[config.mk]
export PLATFORM = sky130hd
export DESIGN_NAME = seg7_scan_display
export DESIGN_NICKNAME = d
export VERILOG_FILES = /design/src/rtl/seg7_scan_display.sv
export SDC_FILE = /design/constraint.sdc
export NUM_CORES = 1
export LEC_CHECK = 0
export BUFFER_PORTS_ARGS = -buffer_cell sky130_fd_sc_hd__buf_4
export CAP_MARGIN = 20
export CORE_MARGIN = 8
export CORE_UTILIZATION = 40
export CTS_CLUSTER_DIAMETER = 50
export CTS_CLUSTER_SIZE = 10
export DETAILED_ROUTE_END_ITERATION = 7
export GPL_TIMING_DRIVEN = 0
export PLACE_DENSITY_LB_ADDON = 0.15
export SETUP_SLACK_MARGIN = 0.15
export SLEW_MARGIN = 20
export SYNTH_ARGS = -nofsm -noshare
export SYNTH_HDL_FRONTEND = slang
export SYNTH_SLANG_ARGS = --single-unit
[constraint.sdc]
create_clock -name Clk -period 2.9 [get_ports Clk]
set_clock_uncertainty 0.2 [all_clocks]
set_input_delay 0.29 -clock Clk [delete_from_list [all_inputs] [get_ports Clk]]
set_output_delay 0.29 -clock Clk [all_outputs]
set_load 0.05 [all_outputs]
[src/rtl/seg7_scan_display.sv]
// Eight-digit multiplexed seven-segment driver with a frame-aligned double buffer.
// Optional LEADING_ZERO_BLANK_EN blanks leading zeros within each 4-digit group.
module seg7_scan_display #(
  parameter int REFRESH_DIV = 100000
) (
  input  logic        Clk,
  input  logic        Rst,
  input  logic        Load,
  input  logic [31:0] NumberA,
  input  logic [31:0] NumberB,
  output logic [6:0]  out7,
  output logic [7:0]  en_out,
  output logic        FrameDone
);

  localparam int CW = (REFRESH_DIV > 1) ? $clog2(REFRESH_DIV) : 1;

  logic [CW-1:0] cnt;
  logic [2:0]    idx;
  logic [31:0]   pend;
  logic [31:0]   disp;
  logic          pend_vld;
  logic          tick;
  logic          boundary;
  logic [31:0]   load_val;
  logic [3:0]    nib;
  logic [6:0]    seg;
  logic          unused_hi;

  assign load_val  = {NumberA[15:0], NumberB[15:0]};
  assign unused_hi = ^{NumberA[31:16], NumberB[31:16]};
  assign tick      = (cnt == CW'(REFRESH_DIV - 1));
  assign boundary  = tick && (idx == 3'd7);

  function automatic logic [6:0] hex7(input logic [3:0] h);
    logic [6:0] s;
    case (h)
      4'h0: s = 7'h40;
      4'h1: s = 7'h79;
      4'h2: s = 7'h24;
      4'h3: s = 7'h30;
      4'h4: s = 7'h19;
      4'h5: s = 7'h12;
      4'h6: s = 7'h02;
      4'h7: s = 7'h78;
      4'h8: s = 7'h00;
      4'h9: s = 7'h10;
      4'hA: s = 7'h08;
      4'hB: s = 7'h03;
      4'hC: s = 7'h46;
      4'hD: s = 7'h21;
      4'hE: s = 7'h06;
      default: s = 7'h0E;
    endcase
    return s;
  endfunction

`ifdef LEADING_ZERO_BLANK_EN
  logic [7:0] blank;

  // Blanking chains downward from the top digit of each group.
  always_comb begin
    blank    = '0;
    blank[7] = (disp[31:28] == 4'h0);
    blank[6] = blank[7] && (disp[27:24] == 4'h0);
    blank[5] = blank[6] && (disp[23:20] == 4'h0);
    blank[3] = (disp[15:12] == 4'h0);
    blank[2] = blank[3] && (disp[11:8] == 4'h0);
    blank[1] = blank[2] && (disp[7:4] == 4'h0);
  end

  always_comb begin
    nib = disp[{idx, 2'b00} +: 4];
    seg = hex7(nib);
    if (blank[idx]) seg = 7'h7F;
  end
`else
  always_comb begin
    nib = disp[{idx, 2'b00} +: 4];
    seg = hex7(nib);
  end
`endif

  always_ff @(posedge Clk) begin
    if (Rst) begin
      cnt       <= '0;
      idx       <= '0;
      pend      <= '0;
      pend_vld  <= 1'b0;
      disp      <= '0;
      FrameDone <= 1'b0;
      en_out    <= 8'hFE;
      out7      <= 7'h40;
    end else begin
      cnt <= tick ? '0 : cnt + 1'b1;
      if (tick) idx <= idx + 3'd1;
      FrameDone <= boundary;
      if (Load) pend <= load_val;
      // A Load landing on the boundary bypasses the pending stage.
      if (boundary && Load)
        disp <= load_val;
      else if (boundary && pend_vld)
        disp <= pend;
      if (boundary)
        pend_vld <= 1'b0;
      else if (Load)
        pend_vld <= 1'b1;
      en_out <= ~(8'b1 << idx);
      out7   <= seg;
    end
  end

endmodule

Yosys cells after proc, flatten, opt, wreduce, memory -nomap -nowiden
Memory sizes are Yosys's and may differ from the RTL's. A register that Yosys moved wholly into a read port is not among the register bits.
Index checks and enable logic that the tools add are counted.
W data, S select, Z words.
{ "op_classes": {"addsub": 2, "n_eq_ne": 2, "shift": 2, "n_mux": 2, "n_bitwise": 1, "n_reduce_logical": 6} }
{ "ops": {"columns": ["op", "count"], "rows": [
  ["$mux W32", 2],
  ["$shiftx A32 B6 Y4", 1],
  ["$add A17 B1 Y17 const B", 1],
  ["$eq A17 B17 Y1 const B", 1],
  ["$not A8 Y8", 1],
  ["$shl A1 B3 Y8 const A", 1],
  ["$reduce_or A2 Y1", 2],
  ["$add A3 B1 Y3 const B", 1],
  ["$eq A3 B3 Y1 const B", 1],
  ["$logic_and A1 B1 Y1", 3],
  ["$reduce_bool A2 Y1", 1]
]} }
{ "word_totals": {"reg_bits": 94, "mem_bits_ro": 112, "in_bits": 67, "out_inout_bits": 16, "word_cells": 23, "mem_count": 1} }
{ "memory_table": {"columns": ["memory", "depth", "word_bits", "read_ports", "rd_ports_with_merged_regs", "write_ports", "line_no", "text"], "rows": [
  ["(no name shown)", 16, 7, 1, 1, 0, "37", "case (h)"]
]} }

Depth between registers and ports, before layout
Gate-level depths: netlist of run 1.
{ "depth": {"depth_word": 5, "ltp_mapped": 8, "depth_no_buf": 7} }

Least setup slack after synthesis of run 1
No wires, ideal clock.
{ "synth_timing": {"path_kind": "register to register", "from": "register idx[0]", "to": "register out7[3]", "setup_ps": 117, "arrival_time_ps": 2258, "required_ps": 2583, "slack_ps": 325, "stages_incl_launch_ff": 8, "path_buffers": 1, "synth_period_minus_slack_ps": 2575, "path_cell_list": "dfxtp_1 buf_2 mux4_2 mux2i_1 inv_1 ha_1 mux2_2 a22o_1"} }
{ "synth_between": {"elab_chain_cells": 1} }
{ "synth_rtl": {"columns": ["item", "line_no", "text"], "rows": [
  ["from (decl)", "19", "logic [2:0] idx;"],
  ["from (signal assigned)", "96", "if (tick) idx <= idx + 3'd1;"],
  ["$shiftx A32 B6 Y4", "79", "nib = disp[{idx, 2'b00} +: 4];"],
  ["to (decl)", "11", "output logic [6:0] out7,"]
]} }
No other way between the ends.
A chain may end at the register's enable or synchronous reset.

Worst setup path in the final report of run 1
{ "layout_timing": {"from": "register idx[0]", "to": "register out7[0]"} }
Same word-level chain as after synthesis.

==> results of run 1 <==
-- logic make-up (layout without fill, tap and decap cells) --
| family | after synthesis | after routing | share of synthesized area (%) |
|---|---|---|---|
| flops | 101 | 101 | 47.2 |
| compound gates | 60 | 60 | 13.0 |
| simple gates | 146 | 146 | 15.6 |
| mux | 52 | 52 | 13.9 |
| xor+xnor | 14 | 14 | 2.86 |
| buf+inv | 38 | 123 | 4.00 |
| fa+ha+maj | 12 | 12 | 3.50 |
-- synthesized netlist by cell type, types with 2 or more instances --
cell type / number
inv_1: 11
a21oi_1: 5
nand3_1: 13
dfxtp_1: 101
nor3_1: 2
a22oi_1: 13
a22o_1: 14
nor4_1: 2
xor2_1: 7
or3_1: 3
nand4_1: 6
nor2_1: 94
buf_4: 3
mux4_2: 6
xnor2_1: 7
and4_1: 2
a32o_1: 2
buf_6: 2
nand2_1: 10
o21ai_0: 3
ha_1: 12
nor2b_1: 3
clkbuf_1: 18
and3_1: 5
mux2i_1: 45
a221o_1: 2
buf_2: 2
buf_1: 2
a211oi_2: 20
-- cell type report --
type                       count  area (um^2)
buffer                        27          135
clock buffer                  10          138
clock inverter                 6          110
fill                        1019         5330
inverter                      11         41.3
multi-input combinational    284         2130
sequential                   101         2020
tap                          140          175
timing repair buffer          69          571
-- worst min path at each step --
stage                           start        to  slack [ns]  depth (start not counted)
final                     NumberA[12]  pend[28]       0.007                          3
after global routing       NumberB[1]   pend[1]        0.01                          3
after CTS                  NumberB[1]   pend[1]       0.001                          3
after detailed placement       cnt[0]    cnt[0]        0.24                          1
after global placement         cnt[0]    cnt[0]        0.23                          1
after floorplan                cnt[0]    cnt[0]        0.22                          1
-- flip-flops by register name (all words and copies together) (netlist names) --
signal	cells
FrameDone	1
cnt	17
disp	32
en_out	8
idx	3
out7	7
pend	32
pend_vld	1
-- layer usage --
metal	GRT usage, %	up-vias	share of wire, %
met5	0	-	0
met4	4.61	0	1.6
met3	3.66	11	4.2
met2	22.2	52	46
met1	17.6	1518	48
li1	-	1642	-
-- timing repair --
item,in CTS,in global routing
hold endpoints to repair,21,0
resized for setup,5,5
setup buffers,0,0
setup endpoints to repair,16,7
hold buffers,21,0
-- power groups by stage --
stage | registers [mW] | clock network, mW | logic (mW)
2_1_floorplan | 1.46 | 0 | 0.101
3_3_place_gp | 1.46 | 0 | 0.166
3_5_place_dp | 1.46 | 0 | 0.168
4_1_cts | 1.43 | 1.10 | 0.190
5_1_grt | 1.43 | 1.16 | 0.207
6_report | 1.43 | 1.07 | 0.187
-- critical path, delay by kind of cell, from the launching register on --
kind,cells,cell delay (ns)
muxes,2,0.84
buffers and inverters,3,0.46
DFF,1,0.38
AOI/OAI and AO/OA,1,0.36
adders and majority gates,1,0.21
and+or+nand+nor,1,0.08
-- through the flow --
stage               power (mW)  instances  instance area, um^2
floorplan                 1.56        423                 4290
global placement          1.63        611                 4820
detailed placement        1.63        611                 4820
CTS                       2.72        648                 5310
global route              2.79        648                 5320
finish                    2.69        648                 5320
==> results_dict.tcl, run 1 <==
set metrics [dict create \
    run_status "complete, no violations" \
    placement.io_buffers 48 \
    layout_common_cells "dfxtp_1 (101), nor2_1 (94), buf_4 (51)" \
    p_seq_share_pct 53.1 \
    yosys_warnings 0 \
    io_pins 83 \
    fin_crit_sh_pct 90.9 \
    cts_num_sinks 101 \
    syn_avg_cell_area_um2 10.1 \
    synth_seq_cells 101 \
    die_w_um 120 \
    switching_share_pct 21.7 \
    max_stage_delay_ns 0.56 \
    cts-htree-levels 3 \
    cts_made_buffers 9 \
    crit_path_max_fanout 10 \
    wire_per_inst_um 14.7 \
    wl_mm 9.51 \
    rsz0062_at_grt "true" \
    num_rows 38 \
    worstSetupStartpoint "idx[0]" \
    cp-endpoint "out7[0]" \
    gr-total-overflow 0 \
    grt_max_degree 17 \
    worst-r2r-cell-count 8 \
    final_common_cell "dfxtp_1" \
    die_h_um 120 \
    dieArea_mm2 0.0143 \
    grt_pass1_vias 3312 \
    p_leak_nw 2.12 \
    worstPathArrival_ns 2.69 \
    crit_top_cell "inv_1" \
    antenna_found_initial 0 \
    pwr-share-clk_pct 39.9 \
    p_sw_mw 0.583 \
    yosysSeqAreaShare_pct 47.2 \
    gp_congestion 0.777 \
    core_area_mm2 0.0107 \
    dp_hpwl_mm 7.07 \
    rr_startpoint "idx[0]" \
    max_freq_mhz 379 \
    drive_gt1_share_pct 21.1 \
    worstSkewPairLatency_ns 0.37 \
    slew_headroom_pct 49.6 \
    synthTopCellsByArea "dfxtp_1 (47%), mux2i_1 (11%), nor2_1 (8.2%), a211oi_2 (5.8%), ha_1 (3.5%)" \
    fin_nets 582 \
    synth_top_area_share_pct 47.2 \
    hold_path_class "primary input to flop" \
    drt_iter0_markers 155 \
    dr.pass1.iters 4 \
    worst_slack_ns 0.263 \
    drv_slew 0 \
    ff2ff_setup_slack_ns 0.26 \
    ctsLongestPathBuffers 2 \
    pre_cts_ws_ns -0.0597 \
    crit_chain "clkbuf_4, mux4_2, mux2i_4, inv_1, ha_1, inv_1, nor2_1, a221o_1" \
    crit_required_ns 2.95 \
    synth_area_mm2 0.00429 \
    ir_worst_vdd_uv 346 \
    yosysTopAreaCell "dfxtp_1" \
    worstSetupEndpointType "flop" \
    cap_viol_max_count 0 \
    setup_viol 0 \
    holdWs_ns 0.00722 \
    area_growth_pct 24.1 \
    async_flop_share_pct 0 \
    synth_cells 423 \
    initial_core_util_pct 40.3 \
    num_vias 3223 \
    cts_tree "built" \
    tns_ns 0 \
    vias_per_cell 4.97 \
    final_core_util_pct 50.0 \
    drtAntennaViolNets 0 \
    synth_nets 502 \
    grt.total_usage_pct 13.8 \
    hold_viol 0 \
    diodes 0 \
    grt_pass1_wl_mm 16.1 \
    min_period_ns 2.64 \
    p_int_mw 2.10 \
    slowest_stage "mux4_2" \
    r2r_end "out7[0]" \
    worst_pin_slew_ns 0.755 \
    ys_types 37 \
    synth_enable_flop_cells 0 \
    power_density_mw_per_mm2 505 \
    clockRootBuffer "clkbuf_8" \
    cts.clk_slew.worst_paths_ns 0.10 \
    crit_type "flop to flop" \
    p_comb_share_pct 7.0 \
    drc 0 \
    ys.flop_type "dfxtp_1" \
    crit_path_start_kind "flop" \
]
No activity file was read; power rests on OpenSTA's default activity.
==> run 2: changes to the inputs <==
--- a/config.mk
+++ b/config.mk
@@ -7,6 +7,7 @@
 export LEC_CHECK = 0
 export BUFFER_PORTS_ARGS = -buffer_cell sky130_fd_sc_hd__buf_4
 export CAP_MARGIN = 20
+export CORE_ASPECT_RATIO = 0.5
 export CORE_MARGIN = 8
 export CORE_UTILIZATION = 40
 export CTS_CLUSTER_DIAMETER = 50
==> run 2 against run 1 <==
Global-route usage rose by 0.36 points; worst hold slack improved by 0.0019 ns; first-iteration DRC count rose by 6.5%; die area rose by 1.4%; non-clock buffer count fell by 11; fmax rose by 0.32%; sequential share of layout area rose by 0.59 points; power rose by 1.7%; critical endpoint unchanged; largest cell class unchanged.
==> results_dict.tcl, run 2 (same netlist as run 1, synthesis figures left out) <==
set metrics [dict create \
    run_status "complete, no violations" \
    initial_core_util_pct 41.6 \
    hold_viol 0 \
    vias_per_cell 5.03 \
    crit_path_max_fanout 10 \
    switching_share_pct 22.4 \
    grt.total_usage_pct 14.2 \
    area_growth_pct 22.2 \
    slew_headroom_pct 42.5 \
    cts_tree "built" \
    grt_max_degree 16 \
    cts_num_sinks 101 \
    wire_per_inst_um 15.5 \
    fin_crit_sh_pct 90.6 \
    final-seq-area_mm2 0.00202 \
    p_sw_mw 0.611 \
    drc 0 \
    pwr-share-clk_pct 41.3 \
    p_comb_share_pct 6.4 \
    ir_worst_vdd_uv 269 \
    grt_pass1_vias 3106 \
    cap_viol_max_count 0 \
    rsz0062_at_grt "false" \
    dp_hpwl_mm 7.26 \
    die_w_um 162 \
    power_density_mw_per_mm2 521 \
    worstPathArrival_ns 2.65 \
    hold_path_class "primary input to flop" \
    worstSkewPairLatency_ns 0.34 \
    drtAntennaViolNets 0 \
    gp_congestion 0.777 \
    fin_nets 571 \
    worstSetupEndpointType "flop" \
    num_rows 26 \
    multi_input_area_mm2 0.00213 \
    crit_required_ns 2.93 \
    setup_viol 0 \
    grt_pass1_wl_mm 15.9 \
    tns_ns 0 \
    crit_path_start_kind "flop" \
    drv_slew 0 \
    p_seq_share_pct 52.3 \
    ctsLongestPathBuffers 2 \
    antenna_found_initial 0 \
    drt_iter0_markers 165 \
    holdWs_ns 0.00913 \
    drive_gt1_share_pct 21.4 \
    cts-htree-levels 3 \
    wl_mm 9.83 \
    layout_common_cells "dfxtp_1 (101), nor2_1 (94), buf_4 (51)" \
    crit_type "flop to flop" \
    dieArea_mm2 0.0145 \
    placement.io_buffers 48 \
    nFillCells 976 \
    max_freq_mhz 380 \
    io_pins 83 \
    cts_made_buffers 9 \
    num_vias 3198 \
    p_int_mw 2.12 \
    clockRootBuffer "clkbuf_16" \
    top_regs "disp: 32 flops, pend: 32 flops, cnt: 17 flops" \
    p_leak_nw 2.10 \
    die_h_um 89.2 \
    final_common_cell "dfxtp_1" \
    gr-total-overflow 0 \
    min_period_ns 2.63 \
    core_area_mm2 0.0103 \
    diodes 0 \
    dr.pass1.iters 4 \
    cts.clk_slew.worst_paths_ns 0.06 \
    worst_pin_slew_ns 0.862 \
]
==> run 2: cell types whose count changed in the layout (fill, tap and decap cells not counted), sizes merged <==
cell         previous run  this run
clkinvlp                2         0
clkinv                  1         4
bufinv                  3         0
clkbuf                 29        30
dlygate4sd3            21        10
==> run 2: through the flow <==
| step | area (um^2) | cells | setup WS [ns] | utilization [%] | power [mW] |
|---|---|---|---|---|---|
| 2_1_floorplan | 4290 | 423 | 0.325 | - | 1.56 |
| 3_3_place_gp | 4820 | 611 | -0.125 | 46.8 | 1.62 |
| 3_5_place_dp | 4820 | 611 | -0.118 | 46.8 | 1.63 |
| 4_1_cts | 5230 | 636 | 0.187 | 50.7 | 2.76 |
| 5_1_grt | 5240 | 636 | 0.142 | 50.8 | 2.85 |
| 6_report | 5240 | 636 | 0.272 | 50.8 | 2.73 |
==> run 2: layout make-up <==
| cell class | instances | share of cell area [%] |
|---|---|---|
| multi-input cells | 284 | 40.6 |
| flip-flops and latches | 101 | 38.6 |
| repair buffers | 58 | 8.79 |
| clock buffers | 11 | 4.82 |
| well taps | 140 | 3.34 |
| plain buffers | 27 | 2.58 |
| inverters | 11 | 0.788 |
| clock inverters | 4 | 0.454 |
==> run 2: path summary, 6_finish.rpt <==
path               from  endpoint  slack, ns  cells past startpoint
max              idx[0]   out7[0]       0.27                      8
min          NumberB[5]   pend[5]      0.009                      3
max reg2reg      idx[0]   out7[0]       0.27                      8
min reg2reg      cnt[0]    cnt[0]       0.25                      1
==> run 2: layer usage <==
layer | track usage (%) | vias to the layer above | part of all wire [%] | wire length (um)
li1 | - | 1620 | - | -
met1 | 19.3 | 1518 | 53 | 5170
met2 | 21.0 | 54 | 42 | 4170
met3 | 4.27 | 6 | 4.0 | 396
met4 | 4.67 | 0 | 0.93 | 91
met5 | 0 | - | 0 | 0
==> run 2: power by group through the flow <==
stage          registers (mW)  clock network [mW]  logic (mW)
3_3_place_gp             1.46                   0       0.166
5_1_grt                  1.43                1.23       0.192
2_1_floorplan            1.46                   0       0.101
3_5_place_dp             1.46                   0       0.166
6_report                 1.43                1.13       0.175
4_1_cts                  1.43                1.16       0.178
==> run 2: critical path, stage by stage, from the launching register on <==
cell	delay [ns]
dfxtp_1	0.36
clkbuf_4	0.28
mux4_2	0.57
mux2i_4	0.27
inv_1	0.10
ha_1	0.22
inv_1	0.08
nor2_1	0.07
a221o_1	0.36
==> run 2: repair_timing <==
action,CTS,global route
resized for setup,7,2
buffers inserted,0,0
hold buffers,10,0
endpoints found under the hold margin,10,0
endpoints found under the setup margin,17,4
==> run 3: changes to the inputs <==
--- a/config.mk
+++ b/config.mk
@@ -5,7 +5,6 @@
 export SDC_FILE = /design/constraint.sdc
 export NUM_CORES = 1
 export LEC_CHECK = 0
-export BUFFER_PORTS_ARGS = -buffer_cell sky130_fd_sc_hd__buf_4
 export CAP_MARGIN = 20
 export CORE_ASPECT_RATIO = 0.5
 export CORE_MARGIN = 8
@@ -13,6 +12,7 @@
 export CTS_CLUSTER_DIAMETER = 50
 export CTS_CLUSTER_SIZE = 10
 export DETAILED_ROUTE_END_ITERATION = 7
+export DONT_BUFFER_PORTS = 1
 export GPL_TIMING_DRIVEN = 0
 export PLACE_DENSITY_LB_ADDON = 0.15
 export SETUP_SLACK_MARGIN = 0.15
==> run 3 against run 2 <==
Die area did not move; worst hold slack better by 0.021 ns; global-route usage grew 0.13 points; register-to-register slack barely moved; final cell count decreased by 3.9%; non-clock buffer count decreased by 26; clock-buffer cell count rose by 1; combinational power is 6% lower; critical path depth decreased by 3; sequential share of layout area is 0.85 points higher; wire length rose by 1.4%; sequential power hardly changed.
==> results_dict.tcl, run 3 (same netlist as run 1, synthesis figures left out) <==
set metrics [dict create \
    run_status "complete, no violations" \
    highest_layer "met4" \
    grt_pass1_wl_mm 16.2 \
    final_core_util_pct 49.7 \
    p_leak_nw 1.96 \
    ctsLongestPathBuffers 2 \
    holdWs_ns 0.0303 \
    drive_gt1_share_pct 12.5 \
    die_w_um 162 \
    io_pins 83 \
    fin_crit_sh_pct 90.4 \
    die_h_um 89.2 \
    cap_viol_max_count 0 \
    ir_worst_vdd_uv 251 \
    min_period_ns 2.62 \
    hold_path_class "primary input to flop" \
    drv_slew 0 \
    cts_made_buffers 9 \
    rsz0062_at_grt "false" \
    max_freq_mhz 382 \
    gp_congestion 0.778 \
    cts_num_sinks 101 \
    grt_max_degree 17 \
    num_vias 3154 \
    grt_pass1_vias 3120 \
    rr_startpoint "cnt[13]" \
    cts.clk_slew.worst_paths_ns 0.07 \
    dp_hpwl_mm 7.10 \
    worst_slack_ns 0.279 \
    layout_common_cells "dfxtp_1 (101), nor2_1 (94), mux2i_1 (42)" \
    nFillCells 953 \
    power_mw 2.77 \
    drc 0 \
    grt.total_usage_pct 14.3 \
    pre_cts_ws_ns -0.126 \
    cts_tree "built" \
    max_stage_delay_ns 0.61 \
    worst_pin_slew_ns 0.846 \
    routedLengthMet1_mm 5.15 \
    vias_per_cell 5.16 \
    hold_viol 0 \
    hold_depth 3 \
    wl_mm 9.97 \
    worstPathArrival_ns 2.61 \
    r2r_end "disp[3]" \
    crit_path_max_fanout 10 \
    crit_path_start_kind "flop" \
    clockRootBuffer "clkbuf_16" \
    final_common_cell "dfxtp_1" \
    setup_viol 0 \
    dieArea_mm2 0.0145 \
    top_regs "disp: 32 flops, pend: 32 flops, cnt: 17 flops" \
    drtAntennaViolNets 0 \
    slew_headroom_pct 43.6 \
    num_rows 26 \
    cts-htree-levels 3 \
    hp-start "NumberB[9]" \
    gr-total-overflow 0 \
    worstSetupEndpointType "flop" \
    power_density_mw_per_mm2 540 \
    area_growth_pct 19.6 \
    crit_chain "or4b_4, or4_4, nor3b_4, buf_4, a211oi_2" \
    ff2ff_setup_slack_ns 0.28 \
    initial_core_util_pct 41.6 \
    min_to "disp[9]" \
    core_area_mm2 0.0103 \
    drt_iter0_markers 133 \
    placement.io_buffers 0 \
    slowest_stage "or4_4" \
    antenna_found_initial 0 \
    wire_per_inst_um 16.3 \
    diodes 0 \
    worst-r2r-cell-count 5 \
    dr_wl_met2_mm 4.28 \
    worstSkewPairLatency_ns 0.34 \
    wl_met3_um 474 \
    crit_required_ns 2.89 \
    crit_type "flop to flop" \
    dr.pass1.iters 4 \
    fin_nets 545 \
]
[run 3: cell types whose count changed in the layout (fill, tap and decap cells not counted), sizes merged]
| cell | previous run | this run |
|---|---|---|
| clkinv | 4 | 1 |
| inv | 11 | 12 |
| clkinvlp | 0 | 2 |
| dlygate4sd3 | 10 | 32 |
| buf | 56 | 9 |
[run 3: what timing repair did]
item	4_1_cts	5_1_grt
buffers inserted	0	0
gates resized for setup	6	4
setup endpoints to repair	16	6
endpoints found under the hold margin	32	0
hold buffers	32	0
cloned	0	0
[run 3: power breakdown]
part | leakage [nW] | internal, mW | switching (mW)
registers | 0.821 | 1.42 | 0.0106
clock network | 0.141 | 0.655 | 0.521
logic | 0.995 | 0.0754 | 0.0900
[run 3: layer usage]
metal  track usage (%)  vias up
met4              3.59        0
met1              19.3     1522
met3              4.27        5
li1                  -     1571
met5                 0        -
met2              22.0       56
[run 3: worst max-delay path by stage]
stage | start | cells after the start | endpoint | slack (ns)
final | cnt[13] | 5 | disp[3] | 0.28
after global routing | cnt[13] | 6 | disp[12] | 0.18
after CTS | idx[0] | 6 | out7[0] | 0.18
after global placement | idx[2] | 7 | out7[3] | -0.14
after detailed placement | idx[2] | 8 | out7[0] | -0.13
after floorplan | idx[0] | 7 | out7[3] | 0.32
[run 3: final cells by class]
cell class / instances / area, um^2 / share of cell area, %
repair buffers: 32 / 320 / 6.25
multi-input cells: 284 / 2140 / 41.7
well taps: 140 / 175 / 3.42
inverters: 11 / 41.3 / 0.805
clock buffers: 12 / 267 / 5.20
plain buffers: 27 / 135 / 2.64
flip-flops and latches: 101 / 2020 / 39.4
clock inverters: 4 / 28.8 / 0.561
[run 3: critical path, delay by kind of cell (launching register included)]
family,cells,cell delay [ns]
buffers and inverters,1,0.28
DFF,1,0.36
AOI/OAI and AO/OA,1,0.09
and+or+nand+nor,3,1.53
[run 3: through the flow]
step | cell area (um^2) | setup TNS, ns | std cells
after detailed placement | 4460 | -0.378 | 563
final | 5130 | 0 | 611
after floorplan | 4290 | 0 | 423
after CTS | 5100 | 0 | 611
after global placement | 4460 | -0.449 | 563
after global routing | 5130 | 0 | 611
